<file path="config.mk">
export PLATFORM = sky130hd
export DESIGN_NAME = vga_timing_gen
export DESIGN_NICKNAME = d
export VERILOG_FILES = /design/src/rtl/vga_timing_pkg.sv /design/src/rtl/vga_wrap_cnt.sv /design/src/rtl/vga_timing_gen.sv
export SDC_FILE = /design/constraint.sdc
export NUM_CORES = 1
export LEC_CHECK = 0
export ABC_AREA = 1
export CAP_MARGIN = 20
export CORE_MARGIN = 5
export CORE_UTILIZATION = 55
export DETAILED_ROUTE_END_ITERATION = 10
export PLACE_DENSITY_LB_ADDON = 0.1
export SLEW_MARGIN = 20
export SYNTH_ARGS = -nofsm -noshare
export SYNTH_HDL_FRONTEND = slang
export SYNTH_SLANG_ARGS = --single-unit
</file>
<file path="constraint.sdc">
create_clock -name clk -period 5.67 [get_ports clk]
set_input_delay 1.134 -clock clk [delete_from_list [all_inputs] [get_ports clk]]
set_output_delay 1.134 -clock clk [all_outputs]
set_load 0.05 [all_outputs]
</file>
<file path="src/rtl/vga_timing_pkg.sv">
// Shared timing constants and helpers for the VGA timing generator.
// Defaults describe 800x600 @ 72 Hz (50 MHz pixel clock).
package vga_timing_pkg;

  localparam int COORD_W   = 12;
  localparam int DIV_W     = 4;
  localparam int MAX_TOTAL = 1 << COORD_W;
  localparam int MAX_DIV   = 1 << DIV_W;

  localparam int DEF_H_ACTIVE = 800;
  localparam int DEF_H_FP     = 56;
  localparam int DEF_H_SYNC   = 120;
  localparam int DEF_H_BP     = 64;
  localparam int DEF_V_ACTIVE = 600;
  localparam int DEF_V_FP     = 37;
  localparam int DEF_V_SYNC   = 6;
  localparam int DEF_V_BP     = 23;
  localparam bit DEF_HS_POL   = 1'b1;
  localparam bit DEF_VS_POL   = 1'b1;
  localparam int DEF_CLK_DIV  = 1;

  localparam int DEF_H_TOTAL = DEF_H_ACTIVE + DEF_H_FP + DEF_H_SYNC + DEF_H_BP;
  localparam int DEF_V_TOTAL = DEF_V_ACTIVE + DEF_V_FP + DEF_V_SYNC + DEF_V_BP;

  localparam int DEF_HS_FIRST = DEF_H_ACTIVE + DEF_H_FP;
  localparam int DEF_HS_LAST  = DEF_HS_FIRST + DEF_H_SYNC - 1;
  localparam int DEF_VS_FIRST = DEF_V_ACTIVE + DEF_V_FP;
  localparam int DEF_VS_LAST  = DEF_VS_FIRST + DEF_V_SYNC - 1;

  typedef logic [COORD_W-1:0] coord_t;

  function automatic logic in_window(input coord_t v, input coord_t lo, input coord_t hi);
    return (v >= lo) && (v <= hi);
  endfunction

endpackage

</file>
<file path="src/rtl/vga_wrap_cnt.sv">
// Modulo-N counter with enable and synchronous reset to an arbitrary value.
// o_nxt exposes the value the counter takes at the next edge (when not in reset).
module vga_wrap_cnt #(
  parameter int N       = 2,
  parameter int W       = 12,
  parameter int RST_VAL = 0
) (
  input  logic         i_clk,
  input  logic         i_rst,
  input  logic         i_en,
  output logic [W-1:0] o_cnt,
  output logic [W-1:0] o_nxt,
  output logic         o_wrap
);

  localparam logic [W-1:0] LAST  = W'(N - 1);
  localparam logic [W-1:0] RSTV  = W'(RST_VAL);

  logic [W-1:0] r_cnt;
  logic         w_at_last;

  assign w_at_last = (r_cnt == LAST);
  assign o_wrap    = i_en && w_at_last;
  assign o_cnt     = r_cnt;

  always_comb begin
    o_nxt = r_cnt;
    if (i_en) begin
      o_nxt = w_at_last ? '0 : r_cnt + 1'b1;
    end
  end

  always_ff @(posedge i_clk) begin
    if (i_rst) begin
      r_cnt <= RSTV;
    end else begin
      r_cnt <= o_nxt;
    end
  end

endmodule

</file>
<file path="src/rtl/vga_timing_gen.sv">
// VGA raster timing: pixel coordinates, syncs, blanking and strobes, all registered
// together on the pixel tick so coordinates and syncs never skew.
module vga_timing_gen
  import vga_timing_pkg::*;
#(
  parameter int H_ACTIVE = DEF_H_ACTIVE,
  parameter int H_FP     = DEF_H_FP,
  parameter int H_SYNC   = DEF_H_SYNC,
  parameter int H_BP     = DEF_H_BP,
  parameter int V_ACTIVE = DEF_V_ACTIVE,
  parameter int V_FP     = DEF_V_FP,
  parameter int V_SYNC   = DEF_V_SYNC,
  parameter int V_BP     = DEF_V_BP,
  parameter bit HS_POL   = DEF_HS_POL,
  parameter bit VS_POL   = DEF_VS_POL,
  parameter int CLK_DIV  = DEF_CLK_DIV
) (
  input  logic               clk,
  input  logic               rst,
  output logic [COORD_W-1:0] pix_x,
  output logic [COORD_W-1:0] pix_y,
  output logic               h_sync,
  output logic               v_sync,
  output logic               video_on,
  output logic               pix_en,
  output logic               line_start,
  output logic               frame_start
);

  localparam int H_TOTAL = H_ACTIVE + H_FP + H_SYNC + H_BP;
  localparam int V_TOTAL = V_ACTIVE + V_FP + V_SYNC + V_BP;

  localparam coord_t HS_FIRST = COORD_W'(H_ACTIVE + H_FP);
  localparam coord_t HS_LAST  = COORD_W'(H_ACTIVE + H_FP + H_SYNC - 1);
  localparam coord_t VS_FIRST = COORD_W'(V_ACTIVE + V_FP);
  localparam coord_t VS_LAST  = COORD_W'(V_ACTIVE + V_FP + V_SYNC - 1);
  localparam coord_t H_ACT    = COORD_W'(H_ACTIVE);
  localparam coord_t V_ACT    = COORD_W'(V_ACTIVE);
  localparam logic [DIV_W-1:0] DIV_LAST = DIV_W'(CLK_DIV - 1);

  if (H_TOTAL > MAX_TOTAL || V_TOTAL > MAX_TOTAL ||
      H_ACTIVE <= 0 || H_FP <= 0 || H_SYNC <= 0 || H_BP <= 0 ||
      V_ACTIVE <= 0 || V_FP <= 0 || V_SYNC <= 0 || V_BP <= 0 ||
      CLK_DIV < 1 || CLK_DIV > MAX_DIV) begin : g_bad_cfg
    $error("vga_timing_gen: illegal timing parameters");
  end

  logic [DIV_W-1:0] r_div;
  logic             w_tick;
  coord_t           w_x_nxt;
  coord_t           w_y_nxt;
  logic             w_x_wrap;
  logic             w_y_wrap;

  logic r_hs;
  logic r_vs;
  logic r_von;
  logic r_pen;
  logic r_ls;
  logic r_fs;

  // Pixel-rate divider: tick on the last phase; CLK_DIV=1 keeps it at 0 (tick every edge).
  assign w_tick = (r_div == DIV_LAST);

  always_ff @(posedge clk) begin
    if (rst) begin
      r_div <= '0;
    end else if (w_tick) begin
      r_div <= '0;
    end else begin
      r_div <= r_div + 1'b1;
    end
  end

  vga_wrap_cnt #(
    .N       (H_TOTAL),
    .W       (COORD_W),
    .RST_VAL (H_TOTAL - 1)
  ) u_hcnt (
    .i_clk  (clk),
    .i_rst  (rst),
    .i_en   (w_tick),
    .o_cnt  (pix_x),
    .o_nxt  (w_x_nxt),
    .o_wrap (w_x_wrap)
  );

  vga_wrap_cnt #(
    .N       (V_TOTAL),
    .W       (COORD_W),
    .RST_VAL (V_TOTAL - 1)
  ) u_vcnt (
    .i_clk  (clk),
    .i_rst  (rst),
    .i_en   (w_x_wrap),
    .o_cnt  (pix_y),
    .o_nxt  (w_y_nxt),
    .o_wrap (w_y_wrap)
  );

  // Decode from the coordinates being loaded this edge so flags line up with pix_x/pix_y.
  always_ff @(posedge clk) begin
    if (rst) begin
      r_hs  <= ~HS_POL;
      r_vs  <= ~VS_POL;
      r_von <= 1'b0;
      r_pen <= 1'b0;
      r_ls  <= 1'b0;
      r_fs  <= 1'b0;
    end else begin
      r_pen <= w_tick;
      if (w_tick) begin
        r_hs  <= in_window(w_x_nxt, HS_FIRST, HS_LAST) ? HS_POL : ~HS_POL;
        r_vs  <= in_window(w_y_nxt, VS_FIRST, VS_LAST) ? VS_POL : ~VS_POL;
        r_von <= (w_x_nxt < H_ACT) && (w_y_nxt < V_ACT);
        r_ls  <= (w_x_nxt == '0);
        r_fs  <= (w_x_nxt == '0) && (w_y_nxt == '0);
      end
    end
  end

  logic w_unused;
  assign w_unused = w_y_wrap;

  assign h_sync      = r_hs;
  assign v_sync      = r_vs;
  assign video_on    = r_von;
  assign pix_en      = r_pen;
  assign line_start  = r_ls;
  assign frame_start = r_fs;

endmodule

</file>
======== Yosys cells after proc, flatten, opt, wreduce, memory -nomap -nowiden ========
Index checks and enable logic that the tools add are counted.
W data, S select, Z words.
operators by class
  add/subtract/negate cells ............... 3
  order comparisons ....................... 6
  equal/unequal tests ..................... 2
  muxes and demuxes ....................... 6
  reduce and logical (&&, ||, !) cells .... 9
operators with widths
  kind                     count
  $mux W12                 4
  $add A12 B1 Y12 const B  2
  $ge A12 B10 Y1 const B   2
  $le A12 B10 Y1 const B   2
  $logic_not A12 Y1        2
  $lt A12 B10 Y1 const B   2
  $eq A12 B10 Y1 const B   1
  $eq A12 B11 Y1 const B   1
  $logic_and A1 B1 Y1      5
  $add A4 B1 Y4 const B    1
  $logic_not A4 Y1         1
  $mux W1                  2
  $reduce_or A2 Y1         1
word-level totals
  flip-flop bits (word level) ............. 34
  input port bits ......................... 2
  output and inout port bits .............. 30
  word-level logic and storage cells ...... 35

======== Longest topological paths before layout ========
  depth after elaboration ................. 6
  depth in mapped cells ................... 15
  gate-level depth less buffers ........... 15

======== Modules after synthesis ========
Synthesis repeated with hierarchy kept, for this count alone.
second synthesis, totals
  cells, all modules ...................... 329
  area total of the unflattened synthesis .. 2138.3 um^2
modules (own cells, without submodules)
  module                 times used  cells an instance  area each (um^2)  sequential area each (um^2)
  vga_wrap_cnt (u_vcnt)  1           115                753.2             240.2
  vga_wrap_cnt (u_hcnt)  1           113                719.4             240.2
  vga_timing_gen         1           101                665.6             200.2

======== Least setup slack after synthesis ========
No wires, ideal clock.
  path kind ............................... register to register
  start point ............................. register u_hcnt.r_cnt[0] (netlist: u_hcnt.o_cnt[0])
  end point ............................... register r_von (netlist: video_on)
  setup time .............................. 0.113 ns
  arrival ................................. 2.103 ns
  required time ........................... 5.557 ns
  slack ................................... 3.454 ns
  stages on the path, launching flop included .. 14
  buffers on the path ..................... 1
  period minus slack after synthesis ...... 2.216 ns
  cell sequence ........................... dfxtp_1 ha_1 nand3_2 nor2_4 nand3_4 buf_6 o21ai_2 nand3_1 nand2_1 o21ai_0 nand2_1 nand2_1 nand2_1 nand2_1
between the ends
  longest elaborated chain between the ends .. 5
  elaborated cells between the ends (all ways) .. 9
  classes of those cells .................. 1 x add/sub; 2 x order compare; 1 x eq/ne; 3 x mux; 2 x reduce/logical
ends and longest elaborated chain
  element                                                   line                                    source
  start: declaration                                        vga_wrap_cnt.sv:19                      logic [W-1:0] r_cnt;
  start signal: assignment                                  vga_wrap_cnt.sv:37                      r_cnt <= o_nxt;
  $add A12 B1 Y12 / $eq A12 B11 Y1 (equally long branches)  vga_wrap_cnt.sv:29, vga_wrap_cnt.sv:22
  $mux W12 / $logic_and A1 B1 Y1 (equally long branches)    vga_wrap_cnt.sv:29, vga_wrap_cnt.sv:23
  $mux W12                                                  vga_wrap_cnt.sv:28                      if (i_en) begin
  $lt A12 B10 Y1                                            vga_timing_gen.sv:115                   r_von <= (w_x_nxt < H_ACT) && (w_y_nxt < V_ACT);
  $logic_and A1 B1 Y1 (*)                                   vga_timing_gen.sv:115
  end signal: assignment                                    vga_timing_gen.sv:115
  end: declaration                                          vga_timing_gen.sv:57                    logic r_von;
Mark *: on every way between the ends. The rest lies on a longest branch, timed or not.
A chain may end at the register's enable or synchronous reset.

======== Worst setup path in the final report ========
  start point ............................. register u_vcnt.r_cnt[0] (netlist: u_vcnt.o_cnt[0])
  end point ............................... output pix_y[0]
RTL lines
  element                   line                  source
  start: declaration        vga_wrap_cnt.sv:19
  start signal: assignment  vga_wrap_cnt.sv:37
  end: declaration          vga_timing_gen.sv:21  output logic [COORD_W-1:0] pix_y,
No word-level cell between the ends.

==> flow_summary.ini <==
[global_route]
antenna_found_initial = 0
grt_pass1_vias = 2115
grt_usage_pct = 21.57
grt_pass1_wl_um = 9073
gr-total-overflow = 0
grt_max_degree = 23

[final_layout]
fin_nets = 392
n_antenna_cell = 0
final_area_um2 = 2653
area_growth_pct = 20.11
final_cell_mix = nand2_1 (117), nor2_1 (50), inv_1 (38)
final_common_cell = nand2_1
drive_above_1_share_pct = 8.549

[floorplan]
rows = 23
die_area_um2 = 5382
io-pin-count = 32
start_util_pct = 56.01
die_h_um = 73.37
fp.dieW_um = 73.37
coreArea_um2 = 3943

[sta]
clock_skew_ps = 3.687
rsz0062_at_grt = no
maxSlewViolCount = 0
tns_ps = 0
hold_viol = 0
max_freq_ghz = 0.3555
final-setup-viol-count = 0
tightest_slew_ps = 662.5
max_slew_margin_pct = 55.70
finalCritPeriodShare_pct = 49.61
finalCriticalPeriod_ps = 2813

[clock_tree]
post_cts_resized = 0
cts.clk_slew.worst_paths_ps = 70
clockBufferDepth = 2
holdBufCountCts = 0
cts_tree = done
insertion_delay_ps = 290
ctsRootBufferMaster = clkbuf_8
cts_buffers = 5
post_cts_buffers = 0
cts.sinks = 34
cts.htree.levels = 2

[place]
gp_congestion = 0.8880
placed_area_um2 = 2546
dpl.hpwl_um = 4099
io_buffers = 31

[drt]
drt_iter0_markers = 107
dr.pass1.iters = 4
drt-total-wl_um = 5354
vias_per_cell = 5.163
drc = 0
vias = 2251
antenna_left = 0
wl_per_cell_um = 12.28

[logic_synthesis]
ys_ff_latch = 34
syn-mean-instance-area_um2 = 6.274
synth_nets = 359
syn_inst = 352
synth_area_um2 = 2208
yosys-top-cells-area = dfxtp_1 (31%), nand2_1 (20%), nor2_1 (8.5%), inv_1 (6.5%), nand3_1 (5.7%)
yosysTopAreaCell = dfxtp_1
synthMuxAreaShare_pct = 0.4533
synth_top_area_share_pct = 30.82
ys_types = 37
synthXorXnorAreaFrac_pct = 1.983
synth-compound-area-share_pct = 7.762
yosysWarnings = 0
yosys.area_share.adder_pct = 2.833
yosys.area_share.simple_pct = 46.86
ys_seq_area_share_pct = 30.82
synth_top_family_by_area = simple AND/OR/NAND/NOR gates

[setup_path]
cp.arrival_ps = 1680
crit_fanout = 9
cp_slowest_cell = clkdlybuf4s50_1
max_stage_delay_ps = 870
crit_required_ps = 4540
cp_num_buf_inv = 1
cp-end-kind = primary output
worstSetupPathType = flop to primary output
setup.worst_path.start_class = flop
critPathTopFamily = buffers and inverters
cp_cell_sequence = clkdlybuf4s50_1

[pwr]
power.leakage_uw = 0.001249
power.density_nw_per_um2 = 501.7
peakVddDrop_mv = 0.4049

[min_path]
hold_path.class = flop to flop

[job]
maxCapViolCount = 0

[run_status]
status = finished, final reports clean
## cell usage after synthesis (all sizes together)
master,number
nand3,27
ha,5
inv,43
xor2,4
and3,1
o31ai,1
nand2,121
a21oi,5
xnor2,1
o21a,1
clkbuf,3
nor2,61
or2,1
o211ai,1
o21bai,4
o21ai,13
nor3,7
buf,2
nor3b,1
clkinv,1
dfxtp,34
nand3b,1
a21boi,1
a31oi,1
mux2i,1
nand4,11
## path summary, 6_finish.rpt
kind / slack (ps) / depth (start not counted) / to / startpoint
worst max-delay path: 2860 / 1 / pix_y[0] / u_vcnt.o_cnt[0]
worst min-delay path: 460 / 2 / h_sync / h_sync
worst max register to register: 3400 / 14 / v_sync / u_hcnt.o_cnt[0]
worst min register to register: 460 / 2 / h_sync / h_sync
## metal layers
| metal | track usage, % | share of wire, % |
|---|---|---|
| met1 | 24.47 | 43 |
| met2 | 37.93 | 49 |
| met3 | 3.694 | 4.7 |
| met4 | 12.07 | 3.4 |
| met5 | 0 | 0 |
## layout make-up
cell class / count / area (um^2)
Multi-Input combinational cell: 269 / 1323
Fill cell: 382 / 1290
Sequential cell: 34 / 680.7
Timing Repair Buffer: 31 / 310.3
Inverter: 44 / 170.2
Clock buffer: 7 / 76.32
Tap cell: 50 / 62.56
Clock inverter: 1 / 30.03
## report_power, final
group / switching (uW) / internal, uW / total (uW) / leakage (uW)
Sequential: 65.1 / 281 / 346 / 0.000277
Clock: 87.6 / 131 / 219 / 0.0000524
Combinational: 522 / 244 / 765 / 0.000920
Total: 674 / 657 / 1330 / 0.00125
## stage by stage
stage | hold slack, ps | instances | setup slack (ps) | utilization [%] | total power (uW)
global placement | 443.4 | 428 | 2629 | 64.58 | 1105
detailed placement | 446.0 | 428 | 2538 | 64.58 | 1113
floorplan | 430.0 | 352 | 3454 | - | 935.9
CTS | 457.4 | 436 | 2844 | 67.28 | 1336
finish | 455.8 | 436 | 2857 | 67.28 | 1331
global route | 467.9 | 436 | 2669 | 67.28 | 1442
## flip-flops by register name, summed over array words and instances, names as in the netlist
signal        flops
v_sync            1
u_hcnt.o_cnt     12
line_start        1
r_div             4
h_sync            1
pix_en            1
u_vcnt.o_cnt     12
video_on          1
frame_start       1
## cell families (layout without fill, tap and decap cells)
family,count (synthesis),in the layout
XOR/XNOR,5,5
adder cells (fa/ha/maj),5,5
flip-flops,34,34
buffers and inverters,49,83
AO/OA/AOI/OAI,27,27
AND/OR/NAND/NOR,231,231
multiplexers,1,1
No activity file was read; power rests on OpenSTA's default activity.
